## src/rtl/wb_pkg.sv

```systemverilog
// Shared encodings and widths for the writeback stage of the 16-bit, 8-register pipeline.
package wb_pkg;
    localparam int REG_W  = 3;
    localparam int DATA_W = 16;
    localparam int CTR_W  = 8;

    typedef enum logic [1:0] {
        WSEL_ALU  = 2'b00,
        WSEL_MEM  = 2'b01,
        WSEL_LINK = 2'b10,
        WSEL_NONE = 2'b11
    } wsel_e;

    typedef enum logic [1:0] {
        IDLE     = 2'd0,
        WAIT_MEM = 2'd1,
        COMMIT   = 2'd2
    } state_e;
endpackage

```

## src/rtl/wb_timeout_ctr.sv

```systemverilog
// Load-wait counter: clear on a waiting MEM accept, increment per idle wait cycle.
module wb_timeout_ctr
    import wb_pkg::*;
#(
    parameter int TIMEOUT = 15
) (
    input  logic clk,
    input  logic rst,
    input  logic clr,
    input  logic inc,
    output logic hit
);
    logic [CTR_W-1:0] count;

    always_ff @(posedge clk) begin
        if (rst || clr) begin
            count <= '0;
        end else if (inc) begin
            count <= count + 1'b1;
        end
    end

    // hit fires on the increment that makes the count reach TIMEOUT
    assign hit = inc && (count == CTR_W'(TIMEOUT - 1));
endmodule

```

## src/rtl/wb_unit.sv

```systemverilog
// Writeback stage: accept one retiring instruction, wait for load data, commit one cycle.
// Optional forwarding port contents enabled by defining WB_FWD_EN.
module wb_unit
    import wb_pkg::*;
#(
    parameter int TIMEOUT = 15
) (
    input  logic              clk,
    input  logic              rst,
    input  logic              in_valid,
    output logic              in_ready,
    input  logic [REG_W-1:0]  in_wreg,
    input  logic [1:0]        in_wsel,
    input  logic [DATA_W-1:0] in_alu,
    input  logic [DATA_W-1:0] in_link,
    input  logic              mem_rvalid,
    input  logic [DATA_W-1:0] mem_rdata,
    output logic [REG_W-1:0]  wreg,
    output logic [DATA_W-1:0] wd,
    output logic              skip,
    output logic              fwd_valid,
    output logic [REG_W-1:0]  fwd_reg,
    output logic [DATA_W-1:0] fwd_data,
    output logic              timeout_err,
    output logic [15:0]       retired
);
    // Handshake: a transfer happens on a rising edge where in_valid && in_ready;
    // in_ready is registered and low only while waiting for load data.
    state_e            state;
    logic [DATA_W-1:0] sel_data;
    logic              acc_wait;
    logic              acc_write;
    logic              tc_clr;
    logic              tc_inc;
    logic              tc_hit;

    always_comb begin
        sel_data = mem_rdata;
        case (wsel_e'(in_wsel))
            WSEL_ALU:  sel_data = in_alu;
            WSEL_LINK: sel_data = in_link;
            default:   sel_data = mem_rdata;
        endcase
    end

    assign acc_wait  = (in_wsel == WSEL_MEM) && !mem_rvalid;
    assign acc_write = (in_wsel != WSEL_NONE) && !acc_wait;
    assign tc_clr    = in_valid && in_ready && acc_wait;
    assign tc_inc    = (state == WAIT_MEM) && !mem_rvalid;

    wb_timeout_ctr #(.TIMEOUT(TIMEOUT)) u_ctr (
        .clk (clk),
        .rst (rst),
        .clr (tc_clr),
        .inc (tc_inc),
        .hit (tc_hit)
    );

    always_ff @(posedge clk) begin
        if (rst) begin
            state       <= IDLE;
            in_ready    <= 1'b1;
            skip        <= 1'b1;
            wreg        <= '0;
            wd          <= '0;
            timeout_err <= 1'b0;
            retired     <= '0;
`ifdef WB_FWD_EN
            fwd_valid   <= 1'b0;
            fwd_reg     <= '0;
            fwd_data    <= '0;
`endif
        end else begin
            skip <= 1'b1;
`ifdef WB_FWD_EN
            fwd_valid <= 1'b0;
`endif
            case (state)
                IDLE, COMMIT: begin
                    state    <= IDLE;
                    in_ready <= 1'b1;
                    if (in_valid) begin
                        wreg <= in_wreg;
                        if (acc_wait) begin
                            state    <= WAIT_MEM;
                            in_ready <= 1'b0;
                        end else begin
                            state <= COMMIT;
                            if (acc_write) begin
                                skip    <= 1'b0;
                                wd      <= sel_data;
                                retired <= retired + 16'd1;
`ifdef WB_FWD_EN
                                fwd_valid <= 1'b1;
                                fwd_reg   <= in_wreg;
                                fwd_data  <= sel_data;
`endif
                            end
                        end
                    end
                end
                WAIT_MEM: begin
                    if (mem_rvalid) begin
                        state    <= COMMIT;
                        in_ready <= 1'b1;
                        skip     <= 1'b0;
                        wd       <= mem_rdata;
                        retired  <= retired + 16'd1;
`ifdef WB_FWD_EN
                        fwd_valid <= 1'b1;
                        fwd_reg   <= wreg;
                        fwd_data  <= mem_rdata;
`endif
                    end else if (tc_hit) begin
                        // abandoned load: commit slot with the write dropped
                        state       <= COMMIT;
                        in_ready    <= 1'b1;
                        timeout_err <= 1'b1;
                    end
                end
                default: begin
                    state    <= IDLE;
                    in_ready <= 1'b1;
                end
            endcase
        end
    end

`ifndef WB_FWD_EN
    assign fwd_valid = 1'b0;
    assign fwd_reg   = '0;
    assign fwd_data  = '0;
`endif
endmodule

```

## config.mk

```make
export PLATFORM = sky130hd
export DESIGN_NAME = wb_unit
export DESIGN_NICKNAME = d
export VERILOG_FILES = /design/src/rtl/wb_pkg.sv /design/src/rtl/wb_timeout_ctr.sv /design/src/rtl/wb_unit.sv
export SDC_FILE = /design/constraint.sdc
export NUM_CORES = 1
export LEC_CHECK = 0
export ABC_AREA = 1
export CAP_MARGIN = 20
export CORE_ASPECT_RATIO = 0.7
export CORE_UTILIZATION = 35
export CTS_CLUSTER_DIAMETER = 200
export DETAILED_ROUTE_END_ITERATION = 8
export PLACE_DENSITY = 0.74
export REMOVE_ABC_BUFFERS = 1
export SLEW_MARGIN = 30
export SYNTH_ARGS = -nofsm -noshare
export SYNTH_HDL_FRONTEND = slang
export SYNTH_SLANG_ARGS = --single-unit
```

## constraint.sdc

```tcl
create_clock -name clk -period 1.76 [get_ports clk]
set_clock_uncertainty 0.2 [all_clocks]
set_input_delay 0.528 -clock clk [delete_from_list [all_inputs] [get_ports clk]]
set_output_delay 0.528 -clock clk [all_outputs]
set_load 0.05 [all_outputs]
```

==> impl_results.md, run 1 <==
- Clock Root Buffer: clkbuf_8
- Commonest cells after routing, fill and taps aside: 69 x nand2_1, 69 x nor2_1, 52 x clkdlybuf4s50_1
- Buf+Inv Stages, Crit Path: 1
- CP startpoint kind: flop
- Crit-path leading delay family: flip-flops
- Clock sink total: 48
- Core Util, Final: between 60 and 70%
- Max Buffers Root-to-Sink: 2
- PortBufs: 94
- R2R setup slack: roughly 140 ps
- DP Worst Slack: -492.1 ps
- Floorplan core area: between 7000 and 8000 sq um
- Final period util: 96.05%
- Final ANT Viol Nets: 0
- Die X: about 110 um
- Largest net degree at the start of global routing: 36
- Number of global-route vias before repair: approximately 2.7k
- Endpoint class of the critical path: output pin
- Syn Std Cell Area: about 2700 sq um
- Final min period: between 1500 and 2000 ps
- Sequential element share of the synthesized area: 35.80%
- Hold Path Class: reg -> reg
- Outcome: finished clean
- PwrDens: 639.3 nW/um^2
- CP Data Required Time: around 1000 ps
- Max IR drop VDD: ~0.00039 V
- WL final: 7871 um
- Drt first pass iters: 4
- Initial Util: around 37%
- DR WL/cell: 13.03 um
- Worst path arrival time: 960 ps
- First DRT Iteration DRCs: between 150 and 200
- H-tree levels: 2
- First-pass GRT wire length: roughly 13000 um
- Leakage power: around 1.8 nW
- GRT overflow: 0
- FF+latch area: about 960 sq um
- Total CTS buffers: 5
- Maxcap violations: 0
- Num rows: 26
- RSZ-0062 raised after global routing: false
- Largest fanout on the critical path: 5
- Avg Vias per Cell: between 4 and 5
- Reg-to-Reg Start: retired[1]
- Cell count after synthesis: 396
- Total track usage: 19.95%
- Synthesis-stage register bit count: 48
- CP max-delay cell: dfxtp_1
- Crit path launch: retired[8]
- Initial antenna violation count: 0
- Setup Viol. Count Final: 0
- Total power: approximately 2.9 mW
- Die height: 75.27 um
- Final Wtd Congestion: approximately 0.8
- Clock transition at path regs: 100 ps
- Max Freq: 591.5 MHz
- Via Count: between 2k and 3k
- Area of the multi-input gates: ~1500 sq um
- Number of filler cells placed in the layout: 653
- Hold Vio Cnt, Final: 0
- Synth-to-layout area growth: 67.18%
- TNS Setup: 0 ps
- Pins Over Slew Limit: 0
- DP HPWL: ~5700 um
- Yosys cell types: 28
- Share of layout cells above drive strength 1: 22.33%
- Skew-Pair Late Insertion Delay: about 300 ps
- Die area: between 8000 and 9000 sq um
- # nets final: 565
- Diode count: 0
- Hold path startpoint: u_ctr.count[6]
- Crit-path max cell delay: around 480 ps
- Setup CP Type: reg -> out
- CP cell instances: buf_12
- CTS tree: built
- Worst setup margin: roughly 70 ps
- Ports: 115
- Post-route DRC: 0
- Avg Cell Area, Syn: about 6.8 sq um
- Yosys warning count: 0
cells in the mapped netlist:
cell type	count	area, sq um
clkinv_2	1	5.000
buf_4	21	157.7
buf_6	2	22.52
nand2_1	73	274.0
a21oi_1	31	155.2
nand4_1	4	25.02
inv_2	1	3.750
nand3b_1	1	7.510
buf_2	7	35.03
nor3_2	1	10.01
ha_1	3	37.54
nor3_1	3	15.01
dfxtp_1	48	960.9
nor3b_1	9	67.56
or2_2	1	6.260
o21ai_0	23	115.1
xor2_1	1	8.760
conb_1	1	3.750
o21ai_1	1	5.000
nor2_2	2	12.51
clkbuf_1	6	22.52
inv_4	2	12.51
nor2_1	71	266.5
nand2_2	1	6.260
nand2_4	1	11.26
nand3_1	50	250.2
nor3b_2	8	100.1
inv_1	23	86.33
final timing paths:
kind / endpoint / depth (start not counted)
hold reg to reg: u_ctr.count[6] / 2
setup / recovery: retired[8] / 1
setup reg to reg: retired[12] / 8
hold / removal: u_ctr.count[6] / 2
area by class of cell:
type	count	area share (%)
Tap cell	98	2.733
Timing Repair Buffer	119	36.42
Multi-Input combinational cell	304	34.44
Clock buffer	5	1.534
Sequential cell	48	21.42
Inverter	27	2.510
Clock inverter	3	0.9481
worst min-delay path, delay by kind of cell (launching register included):
family             cells  cell delay [ps]
AOI/OAI and AO/OA      2              140
DFF                    1              330
kinds of logic (layout without fill, tap and decap cells):
kind of cell | count (synthesis) | count (layout) | share of synthesized area (%)
DFF | 48 | 48 | 35.80
AOI/OAI and AO/OA | 55 | 55 | 10.26
other | 1 | 20 | 0.1397
xor gates and xnor gates | 1 | 1 | 0.3264
adders and majority gates | 3 | 3 | 1.399
buffers and inverters | 63 | 154 | 12.87
and+or+nand+nor | 225 | 225 | 39.21
through the flow:
step | instance area, sq um | instances | hold slack [ps]
after global routing | 4487 | 604 | 340.8
after CTS | 4479 | 604 | 314.6
after detailed placement | 4139 | 588 | 300.5
after floorplan | 2517 | 379 | 262.8
after global placement | 4139 | 588 | 278.4
final | 4487 | 604 | 308.2
registers in the layout, summed over array words and instances (netlist names):
| signal | cells |
|---|---|
| wreg | 3 |
| in_ready | 1 |
| wd | 16 |
| state | 2 |
| skip | 1 |
| timeout_err | 1 |
| retired | 16 |
| u_ctr.count | 8 |
metal layers:
metal / share of wire, % / global-route usage [%] / routed length (um)
met1: 45 / 25.21 / 3543
met2: 47 / 35.84 / 3688
met3: 6.9 / 3.550 / 547
met4: 1.2 / 4.871 / 92
met5: 0 / 0 / 0
power breakdown:
part | leakage, nW | switching [mW] | internal, mW | total (mW)
clock network | 0.0541 | 0.373 | 0.421 | 0.793
registers | 0.392 | 0.0486 | 1.13 | 1.18
logic | 1.37 | 0.472 | 0.424 | 0.896
what timing repair did:
action                                  4_1_cts  5_1_grt
hold endpoints to repair                      0        0
gates resized for setup                      51        3
endpoints found under the setup margin       42       15
gates cloned                                  3        0
setup buffers                                 5        0
hold buffers                                  0        0
pin swaps                                     3        2
Note: power is estimated with default switching activity, not from simulation.
==> inputs of run 2 (changes only) <==
--- a/config.mk
+++ b/config.mk
@@ -8,6 +8,7 @@
 export ABC_AREA = 1
 export CAP_MARGIN = 20
 export CORE_ASPECT_RATIO = 0.7
+export CORE_MARGIN = 2
 export CORE_UTILIZATION = 35
 export CTS_CLUSTER_DIAMETER = 200
 export DETAILED_ROUTE_END_ITERATION = 8
==> run 2 against run 1 <==
  * Sequential share of layout area grew 0.46 points
  * Utilization decreased by 1.3 points
  * Wire length rose by 2.3%
  * Cell count unchanged
  * Register-to-register slack barely moved
  * Hold slack worse by 5.0 ps
  * Flip-flop and latch count did not move
  * First-iteration DRC count is 18% lower
  * Via count about the same
  * Setup slack improved by 7.7 ps
  * Final area shrank 2.1%
==> impl_results.md, run 2 (synthesis gave the netlist of run 1 again) <==
- Setup CP Type: in -> reg
- Setup Viol. Count Final: 0
- Die X: roughly 110 um
- DRT met1 WL: 3636 um
- WL final: between 8000 and 9000 um
- Post-route DRC: 0
- Number of global-route vias before repair: between 2k and 3k
- Via Count: 2896
- Logic pwr share: ~30%
- Final ANT Viol Nets: 0
- H-tree levels: 2
- First DRT Iteration DRCs: 139
- Worst reg2reg path endpoint: retired[5]
- Diode count: 0
- Skew-Pair Late Insertion Delay: approximately 300 ps
- Die height: between 70 and 80 um
- Clock sink total: 48
- P_sw: ~0.88 mW
- Clock power share: between 20 and 30%
- Total track usage: 19.29%
- Metal3 WL: between 700 and 800 um
- Max Freq: between 500 and 600 MHz
- Drt first pass iters: 4
- Initial antenna violation count: 0
- WL met2: between 3000 and 4000 um
- # nets final: 565
- GRT overflow: 0
- Reg-to-Reg Start: state[0]
- Outcome: finished clean
- First-pass GRT wire length: approximately 13000 um
- Max Buffers Root-to-Sink: 2
- Hold Path Class: reg -> reg
- Die area: 8396 sq um
- CTS tree: built
- Max layer used: met4
- Final min period: about 1700 ps
- Pins Over Slew Limit: 0
- PwrDens: between 600 and 700 nW/um^2
- Pint: 1.997 mW
- Number of filler cells placed in the layout: ~630
- Avg Vias per Cell: 4.795
- CP Data Required Time: ~1800 ps
- DR WL/cell: between 10 and 15 um
- Final non-filler cell total: between 600 and 700
- Core Util, Final: between 50 and 60%
- PortBufs: 94
- Max IR drop VDD: just under 0.0004 V
- Share of layout cells above drive strength 1: 19.37%
- Num rows: 26
- RSZ-0062 raised after global routing: false
- Biggest regs: retired x16, wd x16, u_ctr.count x8
- Floorplan core area: about 7400 sq um
- Placed cells: between 500 and 600
- Maxcap violations: 0
- CP Capture Point: retired[5]
- Largest net degree at the start of global routing: 33
- Clock Root Buffer: clkbuf_8
- Final period util: a little over nine tenths
- R2R setup slack: about 140 ps
- Largest fanout on the critical path: 14
- Hold WS: ~300 ps
- Final Wtd Congestion: roughly 0.8
- Commonest cells after routing, fill and taps aside: 71 x nand2_1, 69 x nor2_1, 52 x clkdlybuf4s50_1
- Initial Util: 36.50%
- Crit path launch: mem_rvalid
- Synth-to-layout area growth: 63.68%
- CP startpoint kind: primary input
- Clock transition at path regs: roughly 100 ps
- Leakage power: around 1.8 nW
- R2R depth: 8
- Hold Vio Cnt, Final: 0
- Ports: roughly 120
- Most common cell after layout, fill and taps aside: nand2_1
- Switching part of the total: a little under a third
- Endpoint class of the critical path: flop
- Total CTS buffers: 5
- Worst path arrival time: 1680 ps
- Register share of total power: 40.8%
- DP Worst Slack: -560.3 ps
- Worst setup margin: 77.15 ps
- Total power: just under 3 mW
- DP HPWL: roughly 6000 um
## run 2: cell types whose count changed in the layout (fill, tap and decap cells not counted), moves of 2 or more
cell / before / now
nand2_2: 5 / 3
a21oi_2: 6 / 0
o21ai_1: 13 / 4
nand2_1: 69 / 71
a21oi_1: 25 / 31
buf_4: 15 / 18
nor3b_1: 4 / 6
o21ai_0: 5 / 20
buf_6: 3 / 1
o21ai_2: 6 / 0
## run 2: worst min path at each step
stage | from | endpoint | slack [ps] | cells past startpoint
after global routing | u_ctr.count[1] | u_ctr.count[1] | 340 | 2
final | u_ctr.count[6] | u_ctr.count[6] | 300 | 2
after detailed placement | u_ctr.count[6] | u_ctr.count[6] | 300 | 2
after global placement | u_ctr.count[6] | u_ctr.count[6] | 280 | 2
after floorplan | u_ctr.count[6] | u_ctr.count[6] | 260 | 2
after CTS | u_ctr.count[1] | u_ctr.count[1] | 320 | 2
## run 2: repair_timing
action	CTS	global route
endpoints found under the setup margin	43	13
gates resized for setup	17	5
gates cloned	2	0
setup buffers	2	0
pin swaps	2	0
hold buffers	0	0
## run 2: per-stage QoR
stage	area, sq um	TNS [ps]
4_1_cts	4392	0
3_3_place_gp	4169	-18060
2_1_floorplan	2517	-525.4
3_5_place_dp	4169	-19340
5_1_grt	4393	0
6_report	4393	0
## run 2: power by group through the flow
stage | logic (mW) | registers (mW) | clock network [mW]
2_1_floorplan | 0.260 | 1.32 | 0
3_3_place_gp | 0.815 | 1.20 | 0
3_5_place_dp | 0.824 | 1.20 | 0
4_1_cts | 0.863 | 1.18 | 0.859
5_1_grt | 0.912 | 1.18 | 0.906
6_report | 0.863 | 1.18 | 0.842
## run 2: layout make-up
class / instances / area [sq um] / area share (%)
well taps: 98 / 122.6 / 2.791
clock buffers: 6 / 82.58 / 1.880
flip-flops and latches: 48 / 960.9 / 21.87
inverters: 27 / 110.1 / 2.506
clock inverters: 2 / 38.79 / 0.8829
multi-input cells: 304 / 1484 / 33.78
repair buffers: 119 / 1594 / 36.29
## run 2: critical path, stage by stage
cell and delay, ps:
dlygate4sd2_1 300, nand2_1 90, nand2_1 60, nand2_2 70
nand2_4 120, buf_6 150, buf_16 140, a21oi_1 140
nor2_1 70
## run 2: per-layer routing
layer  vias to the layer above  global-route usage, %
met5                         -                      0
met4                         0                  5.769
met3                        12                  4.422
met2                       109                  30.19
met1                      1301                  26.29
li1                       1474                      -
==> inputs of run 3 (changes only) <==
--- a/config.mk
+++ b/config.mk
@@ -12,7 +12,7 @@
 export CORE_UTILIZATION = 35
 export CTS_CLUSTER_DIAMETER = 200
 export DETAILED_ROUTE_END_ITERATION = 8
-export PLACE_DENSITY = 0.74
+export PLACE_DENSITY = 0.73
 export REMOVE_ABC_BUFFERS = 1
 export SLEW_MARGIN = 30
 export SYNTH_ARGS = -nofsm -noshare
==> run 3 against run 2 <==
  * Clock power fell by 19%
  * Critical path depth shrank 8
  * Die area is the same
  * Cell count increased by 0.17%
  * Sequential share of layout area is essentially flat
  * Total power decreased by 5.6%
  * Non-clock buffer count up 1
  * Critical path type is now reg -> out
  * Critical endpoint is now retired[8]
==> impl_results.md, run 3 (synthesis gave the netlist of run 1 again) <==
- Biggest regs: retired x16, wd x16, u_ctr.count x8
- Via Count: approximately 2.9k
- Largest fanout on the critical path: 5
- Final ANT Viol Nets: 0
- Num rows: 26
- Pins Over Slew Limit: 0
- Share of layout cells above drive strength 1: around a fifth
- Die X: 108.7 um
- Total track usage: roughly a fifth
- Buf+Inv Stages, Crit Path: 1
- GRT overflow: 0
- DR WL/cell: roughly 13 um
- Diode count: 0
- Final non-filler cell total: approximately 610
- Skew-Pair Late Insertion Delay: between 300 and 400 ps
- Clock transition at path regs: ~100 ps
- Initial Util: between 30 and 40%
- Max Freq: approximately 600 MHz
- Outcome: finished clean
- WL final: 7890 um
- CP startpoint kind: flop
- CP max-delay cell: dfxtp_1
- Final min period: approximately 1700 ps
- Drt first pass iters: 4
- Ports: 115
- Hold Vio Cnt, Final: 0
- PwrDens: ~620 nW/um^2
- Final period util: 95.96%
- DP HPWL: between 5000 and 6000 um
- Initial antenna violation count: 0
- Die height: between 70 and 80 um
- Critical path depth: 1
- Crit-path max cell delay: roughly 470 ps
- Max Buffers Root-to-Sink: 2
- Setup CP Type: reg -> out
- Setup Viol. Count Final: 0
- Clock sink total: 48
- Min-Delay Path Depth: 2
- CTS tree: built
- RSZ-0062 raised after global routing: false
- Synth-to-layout area growth: 63.96%
- Avg Vias per Cell: between 4 and 5
- H-tree levels: 2
- Clock Root Buffer: clkbuf_8
- R2R setup slack: about 120 ps
- Leakage power: around 1.8 nW
- PortBufs: 94
- Number of global-route vias before repair: 2708
- Largest net degree at the start of global routing: 33
- Post-CTS Hold Buffers: 0
- Floorplan core area: between 7000 and 8000 sq um
- Crit-path leading delay family: flip-flops
- Total power: around 2.7 mW
- Max IR drop VDD: between 0.0003 and 0.0004 V
- CP cell instances: buf_12
- Post-route DRC: 0
- Total CTS buffers: 5
- First-pass GRT wire length: roughly 13000 um
- Worst path arrival time: around 960 ps
- CP Data Required Time: 1030 ps
- Placed cells: roughly 590
- Commonest cells after routing, fill and taps aside: 71 x nand2_1, 69 x nor2_1, 52 x clkdlybuf4s50_1
- Most common cell after layout, fill and taps aside: nand2_1
- Maxcap violations: 0
- First DRT Iteration DRCs: about 180
- Final Wtd Congestion: ~0.84
- Endpoint class of the critical path: output pin
- # nets final: 566
- Die area: around 8400 sq um
- R2R depth: 8
- Hold Path Class: reg -> reg
run 3: metrics by stage:
stage                     TNS [ps]  hold WS, ps  util [%]  area (sq um)  setup slack (ps)
after floorplan             -525.4        262.8         -          2517            -157.6
after global placement      -16630        275.8     56.71          4169            -478.2
after detailed placement    -17810        296.9     56.71          4169            -467.0
after CTS                        0        308.5     59.67          4387             35.63
after global routing             0        339.1     59.85          4400             7.951
final                            0        308.8     59.85          4400             71.12
run 3: final cells by class:
cell class	count	area [sq um]
Clock buffer	5	68.82
Clock inverter	3	23.77
Fill cell	651	2952
Inverter	27	110.1
Multi-Input combinational cell	304	1509
Sequential cell	48	963.4
Tap cell	98	122.6
Timing Repair Buffer	120	1603
run 3: what timing repair did:
action,4_1_cts,5_1_grt
cloned,2,0
resized for setup,18,8
setup endpoints to repair,42,15
pin swaps,4,1
setup buffers,2,1
run 3: worst paths after layout:
kind	startpoint	endpoint
min reg2reg	u_ctr.count[6]	u_ctr.count[6]
min	u_ctr.count[6]	u_ctr.count[6]
max reg2reg	state[0]	retired[10]
max	retired[8]	retired[8]
run 3: where the power goes:
group | leakage [nW] | switching [mW] | internal (mW)
registers | 0.393 | 0.0442 | 1.13
clock network | 0.0404 | 0.399 | 0.282
logic | 1.34 | 0.460 | 0.405
total | 1.77 | 0.903 | 1.82
run 3: routing by layer:
layer | up-vias | wire (um) | global-route usage (%)
met5 | - | 0 | 0
met4 | 0 | 157 | 6.923
met3 | 13 | 693 | 5.612
met2 | 95 | 3716 | 30.94
met1 | 1311 | 3322 | 23.34
li1 | 1475 | - | -
